`src/rtl/shift_chain_ctrl.sv`:
```
// Flow controller for a chain of shift-register stages that share one clock enable.
// It keeps a valid-bit shadow of the chain and handles the in/out handshakes, draining and done reporting.
module shift_chain_ctrl #(
  parameter int STAGES  = 3,
  parameter int IDLE_TO = 4,
  parameter int CNT_W   = 8
) (
  input  logic                        CLK,
  input  logic                        RST,
  input  logic                        in_valid,
  output logic                        in_ready,
  input  logic                        out_ready,
  output logic                        out_valid,
  input  logic                        flush,
  output logic                        Ce,
  output logic [$clog2(STAGES+1)-1:0] occupancy,
  output logic                        busy,
  output logic                        done,
  output logic [CNT_W-1:0]            word_cnt
);

  localparam int OCC_W  = $clog2(STAGES + 1);
  localparam int IDLE_W = $clog2(IDLE_TO + 1);

  localparam logic [1:0] ST_IDLE  = 2'd0;
  localparam logic [1:0] ST_RUN   = 2'd1;
  localparam logic [1:0] ST_DRAIN = 2'd2;

  logic [STAGES-1:0] vld_reg;
  logic [STAGES-1:0] vld_next;
  logic [1:0]        state_reg;
  logic [1:0]        state_next;
  logic [IDLE_W-1:0] idle_cnt_reg;
  logic [IDLE_W-1:0] idle_cnt_next;
  logic [CNT_W-1:0]  word_cnt_reg;
  logic              done_reg;
  logic              done_next;
  logic [OCC_W-1:0]  occ_reg;
  logic              in_fire;
  logic              out_fire;
  logic [OCC_W-1:0]  pc [0:STAGES];

  assign in_ready = (state_reg != ST_DRAIN) & (~vld_reg[STAGES-1] | out_ready);
  assign in_fire  = in_valid & in_ready;
  assign out_fire = vld_reg[STAGES-1] & out_ready;
  // While draining, keep shifting until the oldest word sits in the last stage.
  assign Ce       = in_fire | out_fire |
                    ((state_reg == ST_DRAIN) & (|vld_reg) & ~vld_reg[STAGES-1]);
  assign vld_next = Ce ? {vld_reg[STAGES-2:0], in_fire} : vld_reg;

  assign pc[0] = '0;
  for (genvar gi = 0; gi < STAGES; gi++) begin : g_popcount
    assign pc[gi+1] = pc[gi] + OCC_W'(vld_next[gi]);
  end

  always_comb begin
    state_next = state_reg;
    done_next  = 1'b0;
    case (state_reg)
      ST_IDLE: begin
        if (in_fire) begin
          state_next = ST_RUN;
        end else if (flush) begin
          done_next = 1'b1;
        end
      end
      ST_RUN: begin
        if (flush) begin
          state_next = ST_DRAIN;
        end else if ((idle_cnt_reg == IDLE_W'(IDLE_TO - 1)) && !in_valid && (|vld_next)) begin
          state_next = ST_DRAIN;
        end else if (vld_next == '0) begin
          state_next = ST_IDLE;
        end
      end
      ST_DRAIN: begin
        if (vld_next == '0) begin
          state_next = ST_IDLE;
          done_next  = 1'b1;
        end
      end
      default: state_next = ST_IDLE;
    endcase
  end

  // The idle timer only runs while in RUN with words held and no input offered.
  always_comb begin
    idle_cnt_next = '0;
    if ((state_reg == ST_RUN) && (state_next == ST_RUN) && !in_valid && (|vld_reg)) begin
      idle_cnt_next = idle_cnt_reg + 1'b1;
    end
  end

  always_ff @(posedge CLK) begin
    if (!RST) begin
      vld_reg      <= '0;
      state_reg    <= ST_IDLE;
      idle_cnt_reg <= '0;
      word_cnt_reg <= '0;
      done_reg     <= 1'b0;
      occ_reg      <= '0;
    end else begin
      vld_reg      <= vld_next;
      state_reg    <= state_next;
      idle_cnt_reg <= idle_cnt_next;
      done_reg     <= done_next;
      occ_reg      <= pc[STAGES];
      if (out_fire && (word_cnt_reg != {CNT_W{1'b1}})) begin
        word_cnt_reg <= word_cnt_reg + 1'b1;
      end
    end
  end

  assign out_valid = vld_reg[STAGES-1];
  assign occupancy = occ_reg;
  assign busy      = (state_reg != ST_IDLE);
  assign done      = done_reg;
  assign word_cnt  = word_cnt_reg;

endmodule

```
`config.mk`:
```
export PLATFORM = sky130hd
export DESIGN_NAME = shift_chain_ctrl
export DESIGN_NICKNAME = d
export VERILOG_FILES = /design/src/rtl/shift_chain_ctrl.sv
export SDC_FILE = /design/constraint.sdc
export NUM_CORES = 1
export LEC_CHECK = 0
export CAP_MARGIN = 0
export CORE_MARGIN = 3
export CORE_UTILIZATION = 49
export CTS_BUF_LIST = sky130_fd_sc_hd__clkbuf_8
export CTS_CLUSTER_DIAMETER = 100
export DETAILED_ROUTE_END_ITERATION = 10
export GPL_TIMING_DRIVEN = 1
export MAX_ROUTING_LAYER = met4
export PLACE_DENSITY = 0.77
export SKIP_CTS_REPAIR_TIMING = 1
export SLEW_MARGIN = 20
export SYNTH_ARGS = -nofsm -noshare
export SYNTH_HDL_FRONTEND = slang
export SYNTH_SLANG_ARGS = --single-unit
```
`constraint.sdc`:
```
create_clock -name CLK -period 1.9 [get_ports CLK]
set_input_delay 0.475 -clock CLK [delete_from_list [all_inputs] [get_ports CLK]]
set_output_delay 0.475 -clock CLK [all_outputs]
set_load 0.02 [all_outputs]
```
==> results_dict.tcl, run 1 <==
set metrics [dict create \
    multi_input_area_um2 574 \
    grt_pass1_wl_mm 3.92 \
    p_leak_nw 0.615 \
    first_pass_iters 4 \
    drive_gt1_share_pct 18.6 \
    path_class "register to output port" \
    num_vias 941 \
    netlist_area_um2 958 \
    place.gp.congestion 0.824 \
    finish.utilization_pct 76.7 \
    ctsHtreeMaxLevel 1 \
    synth_ff_type "dfxtp_1" \
    syn_area_per_cell_um2 8.79 \
    setup_violations 0 \
    cp_num_buf_inv 1 \
    cts_buffers 3 \
    nFillCells 133 \
    reg2reg_depth 6 \
    post_drt_wl_per_cell_um 13.9 \
    clockBufferDepth 2 \
    placementRows 15 \
    final_net_count 155 \
    path_delay_family "buffers and inverters" \
    crit_cells 1 \
    fmax_ghz 0.553 \
    die_h_um 50.2 \
    crit_path_top_delay_cell "clkdlybuf4s50_1" \
    die_x_um 50.2 \
    seqCellArea_um2 382 \
    drv_slew 0 \
    ys_top_cells_by_area "dfxtp_1 (40%), nor2b_1 (6.5%), xnor2_1 (4.6%)" \
    synth_cell_types 33 \
    fin_crit_ns 1.81 \
    power_density_nw_per_um2 635 \
    cts-root-buf "clkbuf_8" \
    synth_top_area_cell "dfxtp_1" \
    critPathMaxStageDelay_ns 0.64 \
    avgViaCountPerCell 5.54 \
    io_pins 20 \
    worst_pin_slew_ns 0.266 \
    synth_fp_nets 118 \
    antenna_found_initial 0 \
    crit_path_end_kind "output port" \
    clock_latency_ns 0.26 \
    drcViolationCount 0 \
    port_buffers 19 \
    cp_max_fo 6 \
    largest_register_ffs 8 \
    path_clk_slew_ns 0.07 \
    grt_max_degree 16 \
    rsz0062_at_grt "false" \
    async_reset_ff_share_pct 0 \
    synthCells 109 \
    yosys_warnings 0 \
    synth_commonest_cells "dfxtp_1 (19), nor2b_1 (10), nor2_1 (8), o21ai_0 (8), and2_1 (6)" \
    ant_nets 0 \
    fin_skew_ns 0.00292 \
    core_area_um2 1780 \
    start_util_pct 53.8 \
    synth_edf_count 0 \
    maxCapViolations 0 \
    ys_seq_elements 19 \
    crit_path_start_kind "register" \
    post-route-period-util_pct 95.2 \
    gr-total-overflow 0 \
    vdd_drop_max_mv 0.541 \
    track_usage_pct 21.3 \
    grt_pass1_vias 911 \
    slew_headroom_pct 82.1 \
    dpl.hpwl_mm 1.70 \
    min_path_type "register to register" \
    clock_sinks 19 \
    holdPathStages 1 \
    crit_chain "clkdlybuf4s50_1" \
    area_growth_pct 42.7 \
    outcome "completed" \
    synth_seq_area_share_pct 39.7 \
    synth_most_common_cell "dfxtp_1" \
    worstPathArrival_ns 1.33 \
    die-area_um2 2520 \
    drt_iter0_markers 24 \
    required_ns 1.42 \
    cts_tree "done" \
    synth_top_area_share_pct 39.7 \
    hold_ws_ns 0.430 \
    routed_wl_mm 2.36 \
    finalHoldViolCount 0 \
    diodes 0 \
]
[where the power goes]
| group | leakage, nW | total, mW | switching (mW) | internal (mW) |
|---|---|---|---|---|
| sequential | 0.155 | 0.423 | 0.00846 | 0.414 |
| combinational | 0.434 | 0.171 | 0.0859 | 0.0850 |
| clock | 0.0269 | 0.274 | 0.131 | 0.144 |
[cell type report]
| class | instances | area share, % |
|---|---|---|
| Sequential cell | 19 | 27.9 |
| Clock inverter | 1 | 0.274 |
| Inverter | 5 | 1.37 |
| Multi-Input combinational cell | 83 | 42.0 |
| Clock buffer | 3 | 3.02 |
| Timing Repair Buffer | 34 | 23.1 |
| Tap cell | 25 | 2.29 |
[final timing paths]
check	from	end	slack, ns
worst min register to register	idle_cnt_reg[0]	idle_cnt_reg[0]	0.43
worst max-delay path	word_cnt[4]	word_cnt[4]	0.09
worst min-delay path	idle_cnt_reg[0]	idle_cnt_reg[0]	0.43
worst max register to register	state_reg[1]	occupancy[0]	0.18
[cells by family (layout without fill, tap and decap cells)]
kind of cell,count (synthesis),after routing,share of synthesized area (%)
AO/OA/AOI/OAI,22,22,14.9
flip-flops,19,19,39.7
adder cells (fa/ha/maj),4,4,6.01
buffers and inverters,7,43,2.74
multiplexers,2,2,2.09
AND/OR/NAND/NOR,50,50,30.0
XOR/XNOR,5,5,4.57
[layer usage]
metal  vias up  GRT usage [%]  wire length, um
met5         -              -                0
met4         0           9.68               52
met3         7           3.86              135
met2        30           39.6             1260
met1       453           21.2              913
li1        451              -                -
[placed cells by master, fill, tap and decap left out, types with 2 or more instances in the layout]
master and count:
nor2_1 8, nand3_1 4, nand2b_1 3, and2_1 6, inv_1 6, ha_1 3, dlymetal6s2s_1 6, buf_4 14
nand2_1 5, and4_1 2, nor3_1 2, o211ai_1 2, dfxtp_1 18, nor2b_1 10, xnor2_1 5, a21oi_1 4
clkdlybuf4s50_1 12, o21ai_0 8, clkbuf_8 3, and3_1 2
[through the flow]
| step | instance area (um2) | instances | setup TNS, ns | total power [mW] | setup slack [ns] |
|---|---|---|---|---|---|
| after global routing | 1370 | 170 | 0 | 0.913 | 0.0391 |
| after CTS | 1320 | 169 | -1.28 | 0.863 | -0.456 |
| after global placement | 1280 | 165 | -1.59 | 0.584 | -0.442 |
| after floorplan | 958 | 109 | 0 | 0.512 | 0.104 |
| final | 1370 | 170 | 0 | 0.868 | 0.0909 |
| after detailed placement | 1280 | 165 | -1.63 | 0.589 | -0.430 |
(Power assumes the default switching activity.)
==> run 2, diff against run 1 <==
--- a/config.mk
+++ b/config.mk
@@ -7,15 +7,15 @@
 export LEC_CHECK = 0
 export CAP_MARGIN = 0
 export CORE_MARGIN = 3
-export CORE_UTILIZATION = 49
+export CORE_UTILIZATION = 30
 export CTS_BUF_LIST = sky130_fd_sc_hd__clkbuf_8
 export CTS_CLUSTER_DIAMETER = 100
 export DETAILED_ROUTE_END_ITERATION = 10
 export GPL_TIMING_DRIVEN = 1
 export MAX_ROUTING_LAYER = met4
-export PLACE_DENSITY = 0.77
 export SKIP_CTS_REPAIR_TIMING = 1
 export SLEW_MARGIN = 20
 export SYNTH_ARGS = -nofsm -noshare
 export SYNTH_HDL_FRONTEND = slang
 export SYNTH_SLANG_ARGS = --single-unit
+export TNS_END_PERCENT = 5
==> run 2 against run 1 <==
The flow now finishes with violations (negative setup slack). First-iteration DRC count grew 13%. Via count down 8.3%. Die area grew 55%. Sequential cell count stayed put. Global-route usage decreased by 11 points. Critical path depth is 3 higher. Non-clock buffer count down 1. Sequential power about the same. Maximum frequency shrank 9.8%. Routed wire length is 19% lower. Critical path type is now input port to output port. Critical endpoint is now Ce. Largest cell class unchanged. Largest power group unchanged.
==> results_dict.tcl, run 2 (synthesized netlist as in run 1, its figures left out) <==
set metrics [dict create \
    post-route-period-util_pct 106 \
    post_drt_wl_per_cell_um 10.3 \
    routed_wl_mm 1.92 \
    track_usage_pct 10.6 \
    setup_violations 2 \
    drt_iter0_markers 27 \
    avgViaCountPerCell 4.64 \
    reg2reg_depth 6 \
    ant_nets 0 \
    setup_tns_ns -0.203 \
    start_util_pct 33.0 \
    area_growth_pct 42.3 \
    gr-total-overflow 0 \
    crit_path_start_kind "input port" \
    io_pins 20 \
    fin_crit_ns 2.01 \
    mostFrequentLayoutCells "dfxtp_1 (18), clkdlybuf4s50_1 (15), buf_4 (14), nor2b_1 (10)" \
    final_common_cell "dfxtp_1" \
    final_net_count 154 \
    drcViolationCount 0 \
    drive_gt1_share_pct 16.7 \
    hold_ws_ns 0.419 \
    outcome "finished, violations left" \
    fin_ws_ns -0.105 \
    finalHoldViolCount 0 \
    first_pass_iters 4 \
    violations "negative setup slack" \
    required_ns 1.42 \
    diodes 0 \
    place.gp.congestion 0.930 \
    port_buffers 19 \
    placementRows 19 \
    cts-root-buf "clkbuf_8" \
    fmax_ghz 0.499 \
    die_h_um 62.5 \
    dpl.hpwl_mm 1.49 \
    cp_max_fo 2 \
    grt_max_degree 16 \
    min_path_type "register to register" \
    core_area_um2 2900 \
    worstPathArrival_ns 1.53 \
    slew_headroom_pct 79.2 \
    ctsHtreeMaxLevel 1 \
    antenna_found_initial 0 \
    vdd_drop_max_mv 0.457 \
    p_leak_nw 0.570 \
    clock_sinks 19 \
    grt_pass1_wl_mm 3.26 \
    largest_register_ffs 8 \
    dpl_cell_area_um2 1300 \
    die_x_um 62.5 \
    cts_buffers 3 \
    cts_tree "done" \
    crit_path_end_kind "output port" \
    power_density_nw_per_um2 626 \
    maxCapViolations 0 \
    nFillCells 297 \
    path_clk_slew_ns 0.07 \
    clockBufferDepth 2 \
    holdPathStages 1 \
    fin_skew_ns 0.00252 \
    num_vias 863 \
    clock_latency_ns 0.26 \
    grt_pass1_vias 789 \
    drv_slew 0 \
    rsz0062_at_grt "true" \
    path_class "input port to output port" \
    finalInstanceArea_um2 1360 \
    die-area_um2 3910 \
    worst_pin_slew_ns 0.312 \
]
-- run 2: per-layer routing --
| layer | share of wire (%) | global-route usage, % | routed length (um) | vias to the layer above |
|---|---|---|---|---|
| met1 | 46 | 11.7 | 874 | 391 |
| met4 | 1.9 | 4.96 | 36 | 0 |
| met3 | 5.4 | 3.42 | 103 | 4 |
| li1 | - | - | - | 450 |
| met2 | 47 | 17.2 | 905 | 18 |
| met5 | 0 | - | 0 | - |
-- run 2: final timing paths --
kind	from	endpoint	slack [ns]
worst max-delay path	in_valid	Ce	-0.11
worst max register to register	state_reg[1]	occupancy[0]	0.15
worst min register to register	idle_cnt_reg[0]	idle_cnt_reg[0]	0.42
worst min-delay path	idle_cnt_reg[0]	idle_cnt_reg[0]	0.42
-- run 2: per-stage QoR --
stage / setup slack (ns) / power [mW] / utilization (%) / cells
floorplan: 0.104 / 0.512 / - / 109
global placement: -0.482 / 0.585 / 44.8 / 182
detailed placement: -0.498 / 0.587 / 44.8 / 182
CTS: -0.498 / 0.869 / 46.3 / 186
global route: -0.150 / 0.895 / 47.0 / 186
finish: -0.105 / 0.854 / 47.0 / 186
-- run 2: final cells by class --
cell class	instances	area [um2]	area share [%]
Timing Repair Buffer	33	305	22.4
Clock inverter	1	3.75	0.275
Sequential cell	19	382	28.0
Inverter	5	18.8	1.38
Tap cell	42	52.6	3.85
Clock buffer	3	41.3	3.03
Multi-Input combinational cell	83	561	41.1
-- run 2: critical path, cell delays in order --
cell and delay, ns:
clkdlybuf4s50_1 0.48, o21ai_0 0.09, o21ai_0 0.22, dlymetal6s2s_1 0.26
-- run 2: power breakdown --
part           internal [mW]  switching (mW)  leakage [nW]
Combinational         0.0804          0.0764         0.388
Clock                  0.144           0.132        0.0269
Sequential             0.414         0.00760         0.155
==> run 3, diff against run 2 <==
--- a/config.mk
+++ b/config.mk
@@ -5,14 +5,12 @@
 export SDC_FILE = /design/constraint.sdc
 export NUM_CORES = 1
 export LEC_CHECK = 0
-export CAP_MARGIN = 0
 export CORE_MARGIN = 3
 export CORE_UTILIZATION = 30
 export CTS_BUF_LIST = sky130_fd_sc_hd__clkbuf_8
 export CTS_CLUSTER_DIAMETER = 100
 export DETAILED_ROUTE_END_ITERATION = 10
 export GPL_TIMING_DRIVEN = 1
-export MAX_ROUTING_LAYER = met4
 export SKIP_CTS_REPAIR_TIMING = 1
 export SLEW_MARGIN = 20
 export SYNTH_ARGS = -nofsm -noshare
==> run 3 against run 2 <==
The flow still finishes with violations (negative setup slack). Sequential power is essentially flat. Critical path type unchanged. Hold slack about the same. Combinational power barely moved. Maximum frequency barely moved. Design area is the same.
==> results_dict.tcl, run 3 (synthesized netlist as in run 1, its figures left out) <==
set metrics [dict create \
    cp_max_fo 2 \
    path_class "input port to output port" \
    first_pass_iters 4 \
    drive_gt1_share_pct 16.7 \
    rsz0062_at_grt "true" \
    outcome "finished, violations left" \
    mostFrequentLayoutCells "dfxtp_1 (18), clkdlybuf4s50_1 (15), buf_4 (14), nor2b_1 (10)" \
    clockBufferDepth 2 \
    min_from "idle_cnt_reg[0]" \
    drt_iter0_markers 27 \
    reg2reg_depth 6 \
    p_leak_nw 0.570 \
    cts_tree "done" \
    regToRegSetupSlack_ns 0.15 \
    grt_pass1_vias 789 \
    final_common_cell "dfxtp_1" \
    final_cells 186 \
    required_ns 1.42 \
    worstPathArrival_ns 1.53 \
    clock_sinks 19 \
    fin_skew_ns 0.00252 \
    crit_path_start_kind "input port" \
    place.gp.congestion 0.914 \
    start_util_pct 33.0 \
    track_usage_pct 10.3 \
    dpl_cell_area_um2 1300 \
    maxCapViolations 0 \
    io_pins 20 \
    crit_path_end_kind "output port" \
    whs_endpoint "idle_cnt_reg[0]" \
    largest_register_ffs 8 \
    fin_ws_ns -0.105 \
    grt_max_degree 16 \
    worst_pin_slew_ns 0.312 \
    r2r_start "state_reg[1]" \
    dpl.hpwl_mm 1.49 \
    clock_latency_ns 0.26 \
    placementRows 19 \
    num_vias 863 \
    finalInstanceArea_um2 1360 \
    vdd_drop_max_mv 0.457 \
    ant_nets 0 \
    avgViaCountPerCell 4.64 \
    core_area_um2 2900 \
    fin_total_pwr_mw 0.854 \
    path_clk_slew_ns 0.07 \
    cts_buffers 3 \
    slew_headroom_pct 79.2 \
    post_drt_wl_per_cell_um 10.3 \
    hold_ws_ns 0.419 \
    preCtsSetupSlack_ns -0.498 \
    r2r_end "occupancy[0]" \
    nFillCells 297 \
    grt_pass1_wl_mm 3.25 \
    finalHoldViolCount 0 \
    drcViolationCount 0 \
    area_growth_pct 42.3 \
    min_path_type "register to register" \
    drv_slew 0 \
    die_x_um 62.5 \
    fmax_ghz 0.499 \
    post-route-period-util_pct 106 \
    die_h_um 62.5 \
    violations "negative setup slack" \
    diodes 0 \
    holdPathStages 1 \
    antenna_found_initial 0 \
    setup_violations 2 \
    gr-total-overflow 0 \
    die-area_um2 3910 \
    port_buffers 19 \
    ctsHtreeMaxLevel 1 \
    routed_wl_mm 1.92 \
    final_net_count 154 \
    cts-root-buf "clkbuf_8" \
    power_density_nw_per_um2 626 \
    fin_crit_ns 2.01 \
    placed_cells 182 \
]
run 3: layout make-up:
| type | count | area (um2) | share of cell area, % |
|---|---|---|---|
| timing repair buffer | 33 | 305 | 22.4 |
| inverter | 5 | 18.8 | 1.38 |
| sequential | 19 | 382 | 28.0 |
| multi-input combinational | 83 | 561 | 41.1 |
| tap | 42 | 52.6 | 3.85 |
| clock inverter | 1 | 3.75 | 0.275 |
| clock buffer | 3 | 41.3 | 3.03 |
run 3: worst max-delay path by stage:
stage	depth (start not counted)	endpoint	slack (ns)	startpoint
2_1_floorplan	5	occupancy[0]	0.10	in_valid
3_3_place_gp	4	Ce	-0.48	in_valid
3_5_place_dp	4	Ce	-0.50	in_valid
4_1_cts	4	Ce	-0.50	in_valid
5_1_grt	6	occupancy[0]	-0.15	in_valid
6_report	4	Ce	-0.11	in_valid
run 3: per-stage QoR:
| step | setup TNS [ns] | utilization [%] |
|---|---|---|
| 2_1_floorplan | 0 | - |
| 3_3_place_gp | -1.86 | 44.8 |
| 4_1_cts | -1.28 | 46.3 |
| 3_5_place_dp | -1.96 | 44.8 |
| 6_report | -0.203 | 47.0 |
| 5_1_grt | -0.280 | 47.0 |
run 3: report_power, final:
part,total (mW),internal (mW),switching (mW)
Combinational,0.157,0.0804,0.0764
Sequential,0.422,0.414,0.00760
Clock,0.275,0.144,0.132
run 3: critical path, stage by stage:
cell,delay [ns]
clkdlybuf4s50_1,0.48
o21ai_0,0.09
o21ai_0,0.22
dlymetal6s2s_1,0.26
run 3: per-layer routing:
layer	part of all wire [%]	GRT usage [%]
met3	5.4	3.42
met4	1.9	4.96
met2	47	17.2
met1	46	11.7
met5	0	0
